## src/rtl/instr_prefetch_queue_pkg.sv

```systemverilog
// -----------------------------------------------------------------------------
// instr_prefetch_queue_pkg
//   Shared definitions for the instruction prefetch queue: data width, default
//   PC increment / reset PC, FSM state encoding, the {pc, instr} queue entry
//   layout and the PC advance helper.
// -----------------------------------------------------------------------------
package instr_prefetch_queue_pkg;

    localparam int XLEN = 16;

    localparam logic [XLEN-1:0] PC_INC_DEF   = 16'd4;
    localparam logic [XLEN-1:0] RESET_PC_DEF = 16'h0000;

    // Request-side state: RUN = nothing outstanding, WAIT = outstanding request
    // whose data will be kept, DISCARD = outstanding request whose data is stale.
    typedef enum logic [1:0] {
        ST_RUN     = 2'd0,
        ST_WAIT    = 2'd1,
        ST_DISCARD = 2'd2
    } pf_state_e;

    typedef struct packed {
        logic [XLEN-1:0] pc;
        logic [XLEN-1:0] instr;
    } pf_entry_t;

    // Next sequential PC; wraps naturally at 16 bits (16'hFFFC + 4 = 16'h0000).
    function automatic logic [XLEN-1:0] pc_advance(input logic [XLEN-1:0] pc,
                                                  input logic [XLEN-1:0] inc);
        return pc + inc;
    endfunction

endpackage

```

## src/rtl/instr_prefetch_queue_fifo.sv

```systemverilog
// -----------------------------------------------------------------------------
// instr_prefetch_queue_fifo
//   DEPTH x 32-bit synchronous FIFO holding {pc, instr} entries for the
//   prefetch queue. Pointers carry one extra wrap bit so full and empty are
//   distinguishable. Flush has priority over push and pop.
//   Also computes the head entry as it will be after this edge, so the top
//   can register its fetch-facing outputs with one-cycle ack-to-valid latency.
//
// Ports
//   clk_i         clock
//   rst_ni        synchronous active-low reset
//   push_i        write push_data_i at the tail (ignored when full)
//   push_data_i   {pc, instr} entry to write
//   pop_i         advance the head (ignored when empty)
//   flush_i       empty the queue
//   count_o       registered number of entries held
//   count_next_o  number of entries after this edge
//   head_load_o   queue will be non-empty after this edge
//   head_next_o   head entry after this edge (meaningful when head_load_o)
// -----------------------------------------------------------------------------
module instr_prefetch_queue_fifo
    import instr_prefetch_queue_pkg::*;
#(
    parameter int DEPTH = 4
) (
    input  logic                      clk_i,
    input  logic                      rst_ni,
    input  logic                      push_i,
    input  logic [2*XLEN-1:0]         push_data_i,
    input  logic                      pop_i,
    input  logic                      flush_i,
    output logic [$clog2(DEPTH):0]    count_o,
    output logic [$clog2(DEPTH):0]    count_next_o,
    output logic                      head_load_o,
    output logic [2*XLEN-1:0]         head_next_o
);

    localparam int AW = $clog2(DEPTH);
    localparam logic [AW:0] PTR_ZERO = {(AW+1){1'b0}};
    localparam logic [AW:0] PTR_ONE  = {{AW{1'b0}}, 1'b1};
    localparam logic [AW:0] DEPTH_C  = (AW+1)'(DEPTH);

    logic [2*XLEN-1:0] mem_q [DEPTH];
    logic [AW:0]       wr_ptr_q;
    logic [AW:0]       wr_ptr_d;
    logic [AW:0]       rd_ptr_q;
    logic [AW:0]       rd_ptr_d;
    logic [AW:0]       count_q;
    logic [AW:0]       count_d;
    logic              full_s;
    logic              empty_s;
    logic              do_push_s;
    logic              do_pop_s;
    logic [AW-1:0]     wr_idx_s;
    logic [AW-1:0]     rd_idx_d_s;

    // Pointer/count next-state and look-ahead of the post-edge head entry.
    always_comb begin
        full_s    = (count_q == DEPTH_C);
        empty_s   = (count_q == PTR_ZERO);
        do_push_s = push_i && !full_s && !flush_i;
        do_pop_s  = pop_i && !empty_s && !flush_i;

        if (flush_i) begin
            wr_ptr_d = PTR_ZERO;
            rd_ptr_d = PTR_ZERO;
        end else begin
            wr_ptr_d = do_push_s ? (wr_ptr_q + PTR_ONE) : wr_ptr_q;
            rd_ptr_d = do_pop_s  ? (rd_ptr_q + PTR_ONE) : rd_ptr_q;
        end

        count_d      = wr_ptr_d - rd_ptr_d;
        wr_idx_s     = wr_ptr_q[AW-1:0];
        rd_idx_d_s   = rd_ptr_d[AW-1:0];
        count_next_o = count_d;
        head_load_o  = (count_d != PTR_ZERO);

        // The new head can be the slot being written this very edge (queue was
        // empty, or drains to empty and refills); take the write data then.
        if (do_push_s && (wr_idx_s == rd_idx_d_s)) begin
            head_next_o = push_data_i;
        end else begin
            head_next_o = mem_q[rd_idx_d_s];
        end
    end

    // Pointer and occupancy registers.
    always_ff @(posedge clk_i) begin
        if (!rst_ni) begin
            wr_ptr_q <= PTR_ZERO;
            rd_ptr_q <= PTR_ZERO;
            count_q  <= PTR_ZERO;
        end else begin
            wr_ptr_q <= wr_ptr_d;
            rd_ptr_q <= rd_ptr_d;
            count_q  <= count_d;
        end
    end

    // Entry storage.
    always_ff @(posedge clk_i) begin
        if (!rst_ni) begin
            for (int i = 0; i < DEPTH; i++) begin
                mem_q[i] <= {(2*XLEN){1'b0}};
            end
        end else if (do_push_s) begin
            mem_q[wr_idx_s] <= push_data_i;
        end
    end

    assign count_o = count_q;

endmodule

```

## src/rtl/instr_prefetch_queue.sv

```systemverilog
// -----------------------------------------------------------------------------
// instr_prefetch_queue
//   Prefetch buffer in front of the fetch stage. Issues one 16-bit read at a
//   time to instruction memory over req/ack, queues returned words with their
//   PCs and presents one instruction per cycle to fetch. Handles the execute
//   redirect (PCSrcE/PC_TargetE) and the hazard-unit stall (StallF).
//
// Ports
//   clk          clock, all state updates on the rising edge
//   rst          synchronous active-low reset
//   PCSrcE       redirect request from execute (highest priority)
//   PC_TargetE   redirect target
//   StallF       fetch holds; head is not popped
//   InstrF       head instruction
//   PCF          PC of head instruction
//   pc_plus4F    PCF + PC_INC
//   InstrValidF  head entry valid; low means fetch inserts a bubble
//   imem_req     read request, held until imem_ack
//   imem_addr    read address, stable while imem_req is high
//   imem_ack     transfer completes on an edge with imem_req && imem_ack
//   imem_rdata   read data, valid with imem_ack
//   q_count      entries currently held
// -----------------------------------------------------------------------------
module instr_prefetch_queue
    import instr_prefetch_queue_pkg::*;
#(
    parameter int               DEPTH    = 4,
    parameter logic [XLEN-1:0]  PC_INC   = PC_INC_DEF,
    parameter logic [XLEN-1:0]  RESET_PC = RESET_PC_DEF
) (
    input  logic                    clk,
    input  logic                    rst,
    input  logic                    PCSrcE,
    input  logic [XLEN-1:0]         PC_TargetE,
    input  logic                    StallF,
    output logic [XLEN-1:0]         InstrF,
    output logic [XLEN-1:0]         PCF,
    output logic [XLEN-1:0]         pc_plus4F,
    output logic                    InstrValidF,
    output logic                    imem_req,
    output logic [XLEN-1:0]         imem_addr,
    input  logic                    imem_ack,
    input  logic [XLEN-1:0]         imem_rdata,
    output logic [$clog2(DEPTH):0]  q_count
);

    localparam int CW = $clog2(DEPTH) + 1;
    localparam logic [CW-1:0] DEPTH_C = CW'(DEPTH);

    pf_state_e          state_q;
    logic [XLEN-1:0]    fetch_pc_q;
    logic               imem_req_q;
    logic [XLEN-1:0]    imem_addr_q;
    logic [XLEN-1:0]    instr_q;
    logic [XLEN-1:0]    pc_q;
    logic [XLEN-1:0]    pc_plus4_q;
    logic               valid_q;

    logic               xfer_s;
    logic               push_s;
    logic               pop_s;
    logic               can_issue_s;
    logic [CW-1:0]      count_s;
    logic [CW-1:0]      count_next_s;
    logic               head_load_s;
    logic [2*XLEN-1:0]  head_next_raw_s;
    pf_entry_t          head_next_s;

    assign head_next_s = head_next_raw_s;

    // Handshake decode, queue push/pop and issue credit.
    always_comb begin
        xfer_s = imem_req_q && imem_ack;

        // Only a WAIT-state transfer carries live data; a redirect on the same
        // edge makes it stale.
        if (!PCSrcE && (state_q == ST_WAIT) && xfer_s) begin
            push_s = 1'b1;
        end else begin
            push_s = 1'b0;
        end

        if (!PCSrcE && valid_q && !StallF) begin
            pop_s = 1'b1;
        end else begin
            pop_s = 1'b0;
        end

        // A request issued at this edge stays pending afterwards, so it needs a
        // free slot after this edge's push/pop: q_count + pending < DEPTH.
        can_issue_s = (count_next_s < DEPTH_C);
    end

    instr_prefetch_queue_fifo #(
        .DEPTH (DEPTH)
    ) u_fifo (
        .clk_i        (clk),
        .rst_ni       (rst),
        .push_i       (push_s),
        .push_data_i  ({fetch_pc_q, imem_rdata}),
        .pop_i        (pop_s),
        .flush_i      (PCSrcE),
        .count_o      (count_s),
        .count_next_o (count_next_s),
        .head_load_o  (head_load_s),
        .head_next_o  (head_next_raw_s)
    );

    // Request FSM with fetch_pc and registered imem_req/imem_addr. While a
    // request is in flight fetch_pc is the address of that request (WAIT) or
    // the address to issue once the stale request completes (DISCARD).
    always_ff @(posedge clk) begin
        if (!rst) begin
            state_q     <= ST_RUN;
            fetch_pc_q  <= RESET_PC;
            imem_req_q  <= 1'b0;
            imem_addr_q <= 16'h0000;
        end else if (PCSrcE) begin
            fetch_pc_q <= PC_TargetE;
            if (imem_req_q && !imem_ack) begin
                // Request still in flight: keep req/addr stable, drop its data later.
                state_q <= ST_DISCARD;
            end else begin
                // Nothing left in flight and the queue is being flushed, so the
                // target is requested right away (visible the next cycle).
                state_q     <= ST_WAIT;
                imem_req_q  <= 1'b1;
                imem_addr_q <= PC_TargetE;
            end
        end else begin
            case (state_q)
                ST_RUN: begin
                    if (can_issue_s) begin
                        state_q     <= ST_WAIT;
                        imem_req_q  <= 1'b1;
                        imem_addr_q <= fetch_pc_q;
                    end else begin
                        imem_req_q  <= 1'b0;
                    end
                end
                ST_WAIT: begin
                    if (xfer_s) begin
                        fetch_pc_q <= pc_advance(fetch_pc_q, PC_INC);
                        if (can_issue_s) begin
                            // Back-to-back: keep req high with the next address.
                            imem_addr_q <= pc_advance(fetch_pc_q, PC_INC);
                        end else begin
                            state_q    <= ST_RUN;
                            imem_req_q <= 1'b0;
                        end
                    end
                end
                ST_DISCARD: begin
                    if (xfer_s) begin
                        if (can_issue_s) begin
                            state_q     <= ST_WAIT;
                            imem_addr_q <= fetch_pc_q;
                        end else begin
                            state_q    <= ST_RUN;
                            imem_req_q <= 1'b0;
                        end
                    end
                end
                default: begin
                    state_q    <= ST_RUN;
                    imem_req_q <= 1'b0;
                end
            endcase
        end
    end

    // Fetch-facing head registers; they hold their last value while empty.
    always_ff @(posedge clk) begin
        if (!rst) begin
            valid_q    <= 1'b0;
            instr_q    <= 16'h0000;
            pc_q       <= 16'h0000;
            pc_plus4_q <= 16'h0000;
        end else begin
            valid_q <= head_load_s;
            if (head_load_s) begin
                instr_q    <= head_next_s.instr;
                pc_q       <= head_next_s.pc;
                pc_plus4_q <= pc_advance(head_next_s.pc, PC_INC);
            end
        end
    end

    assign InstrF      = instr_q;
    assign PCF         = pc_q;
    assign pc_plus4F   = pc_plus4_q;
    assign InstrValidF = valid_q;
    assign imem_req    = imem_req_q;
    assign imem_addr   = imem_addr_q;
    assign q_count     = count_s;

endmodule

```

## config.mk

```make
export PLATFORM = sky130hd
export DESIGN_NAME = instr_prefetch_queue
export DESIGN_NICKNAME = d
export VERILOG_FILES = /design/src/rtl/instr_prefetch_queue_pkg.sv /design/src/rtl/instr_prefetch_queue_fifo.sv /design/src/rtl/instr_prefetch_queue.sv
export SDC_FILE = /design/constraint.sdc
export NUM_CORES = 1
export LEC_CHECK = 0
export ABC_CLOCK_PERIOD_IN_PS = 6100
export CORE_UTILIZATION = 35
export DETAILED_ROUTE_END_ITERATION = 6
export HOLD_SLACK_MARGIN = 0.15
export REMOVE_ABC_BUFFERS = 1
export SLEW_MARGIN = 0
export SYNTH_ARGS = -nofsm -noshare
export SYNTH_HDL_FRONTEND = slang
export SYNTH_HIERARCHICAL = 1
export SYNTH_SLANG_ARGS = --single-unit
```

## constraint.sdc

```tcl
create_clock -name clk -period 6.1 [get_ports clk]
set_input_delay 1.22 -clock clk [delete_from_list [all_inputs] [get_ports clk]]
set_output_delay 1.22 -clock clk [all_outputs]
set_load 0.1 [all_outputs]
```

==> results.cfg <==
[status]
outcome = completed

[sta]
fin_crit_sh = 0.7783
setup_viol = 0
whs_ns = 0.4735
fmax_mhz = 210.6
slew_headroom = 0.3250
period_needed_ns = 4.747
fin_skew_ns = 0.02576
final_hold_viol_count = 0
rsz0062_at_grt = no
worstMarginPinSlew_ns = 1.009
final_max_slew_viol_count = 0

[synth]
synth_top_area_frac = 0.3534
synth.cell_area_um2 = 10880
synth.avg_cell_area_um2 = 10.63
post-synth-top-area-cell = edfxtp_1
synth_cells = 1023
ys_seq_elements = 219
synth_cell_types = 66
synth_edf_count = 128
yosysWarnings = 6
synth-main-ff-cell = edfxtp_1
async_flop_share = 0
synth_area_leaders = edfxtp_1, dfxtp_1, and2_1
ys_seq_area_frac = 0.5209

[global_route]
grt_pass1_wl_mm = 44.79
globalRouteOverflowTotal = 0
grt_usage = 0.1796
grt_pass1_vias = 7968
antenna_found_initial = 0
grt_max_degree = 77

[clocking]
numCtsBuffers = 25
cts_root_buf = clkbuf_16
hold_buffers = 0
cts_sinks = 219
clockBufferDepth = 3
post_cts_buffers = 0
cts_resized = 0
clock_latency_ns = 0.53
htreeDepth = 1
cts_tree = yes
clkTransAtPathRegs_ns = 0.06

[die]
die_area_um2 = 31790
start_util = 0.3556
core_um2 = 30590
ioPinCount = 106
die-width_um = 178.3
die_h_um = 178.3
num_rows = 64

[route]
via_per_inst = 5.477
firstDrtPassIters = 7
drt.antenna.violating_nets = 0
drtIter0Drc = 557
num_vias = 8232
routed_wl_mm = 28.33
wire_per_inst_um = 18.85
drc_errors = 0

[cells_and_area]
num-fill-cells = 2952
utilization = 0.4264
syn_to_final_growth_pct = 19.91
multi_input_area_um2 = 4775
nets = 1134
drive_gt1_frac = 0.09395
seq_area_um2 = 5665
antenna_cells = 0
layout_common_cells = edfxtp_1, clkdlybuf4s50_1, and2_1, dfxtp_1, o21ai_0
mostFrequentLayoutCell = edfxtp_1

[place]
place_hpwl_mm = 16.85
io_buffers = 105
globalplace.congestion = 0.7914

[setup_path]
endpoint_kind = register
crit_type = in2reg
startpoint_type = input pin
crit_fanout = 16
worstPathRequired_ns = 6.52
arrival_ns = 5.16

[min_path]
hp-class = reg2reg

[power_and_ir_drop]
power.leakage_nw = 4.528
total_power_w = 0.003562
irDropWorstVdd_mv = 0.1676
p_per_area_nw_per_um2 = 273.1

[flow_run]
cap_violations = 0
## power breakdown
group | internal [W] | total [W] | switching (W)
clock network | 0.000861 | 0.00146 | 0.000604
registers | 0.00162 | 0.00167 | 0.0000465
logic | 0.000126 | 0.000432 | 0.000307
## cells in the mapped netlist, drive strengths merged, types with 31 or more instances
master and count:
and2 100, and3 36, a32oi 33, nand3 45, mux2i 38, clkbuf 61
a21oi 46, nor2 55, dfxtp 91, mux2 33, edfxtp 128, buf 31
a31oi 35, o21ai 93
## worst max-delay path, cell delays in order
cell	delay (ns)
clkdlybuf4s50_1	0.58
and3_1	0.19
nand2b_1	0.09
nor2_2	0.32
nor3_1	0.08
a21oi_1	0.18
ha_1	0.18
inv_1	0.05
fa_1	0.39
a211oi_2	0.33
nor2_1	0.08
buf_4	0.18
o21bai_4	0.18
a221oi_4	0.67
a21oi_1	0.15
a311oi_1	0.28
## per-stage QoR
step | area (um2) | setup TNS (ns) | instances | setup WS [ns]
floorplan | 10420 | -190.38 | 931 | -4.664
global placement | 12240 | 0 | 1457 | 0.9212
detailed placement | 12240 | 0 | 1457 | 0.8253
CTS | 13040 | 0 | 1503 | 1.353
global route | 13040 | 0 | 1503 | 0.8696
finish | 13040 | 0 | 1503 | 1.353
## cells by family (layout without fill, tap and decap cells)
family          after synthesis  in the layout  synth area share
flops                       219            219            0.5209
fa+ha+maj                     9              9           0.01104
compound gates              257            257            0.1543
buf+inv                     107            191           0.04705
simple gates                335            335            0.1775
mux                          71             71           0.06914
xor+xnor                     25             25           0.02013
## sequential cells by signal (all words and copies together), names as in the netlist
signal	count
u_fifo/wr_ptr_q	3
PCF	16
u_fifo/mem_q	128
state_q	2
InstrValidF	1
u_fifo/rd_ptr_q	3
imem_req	1
imem_addr	16
InstrF	16
pc_plus4F	14
u_fifo/count_o	3
fetch_pc_q	16
## worst paths after layout
kind                                 from                          to  slack [ns]  cells after the start
setup reg to reg  state_q[1]$_SDFFE_PN0P_  imem_addr[14]$_SDFFE_PN0P_        1.39                     19
hold reg to reg   state_q[0]$_SDFFE_PN0P_     state_q[0]$_SDFFE_PN0P_        0.47                      2
setup / recovery                 imem_ack  imem_addr[14]$_SDFFE_PN0P_        1.35                     16
hold / removal    state_q[0]$_SDFFE_PN0P_     state_q[0]$_SDFFE_PN0P_        0.47                      2
## final cells by class
class / instances / area share
inverters: 15 / 0.004317
clock buffers: 34 / 0.05449
multi-input cells: 697 / 0.3661
well taps: 396 / 0.03799
flip-flops and latches: 219 / 0.4344
repair buffers: 130 / 0.09536
clock inverters: 12 / 0.007387
## per-layer routing
layer / up-vias / routed length (um) / share of wire / global-route usage
li1: 3933 / - / - / -
met1: 4001 / 12940 / 0.46 / 0.2490
met2: 254 / 13290 / 0.47 / 0.2959
met3: 44 / 1527 / 0.054 / 0.02430
met4: 0 / 565 / 0.020 / 0.04167
met5: - / 0 / 0 / 0
(Power assumes the default switching activity.)
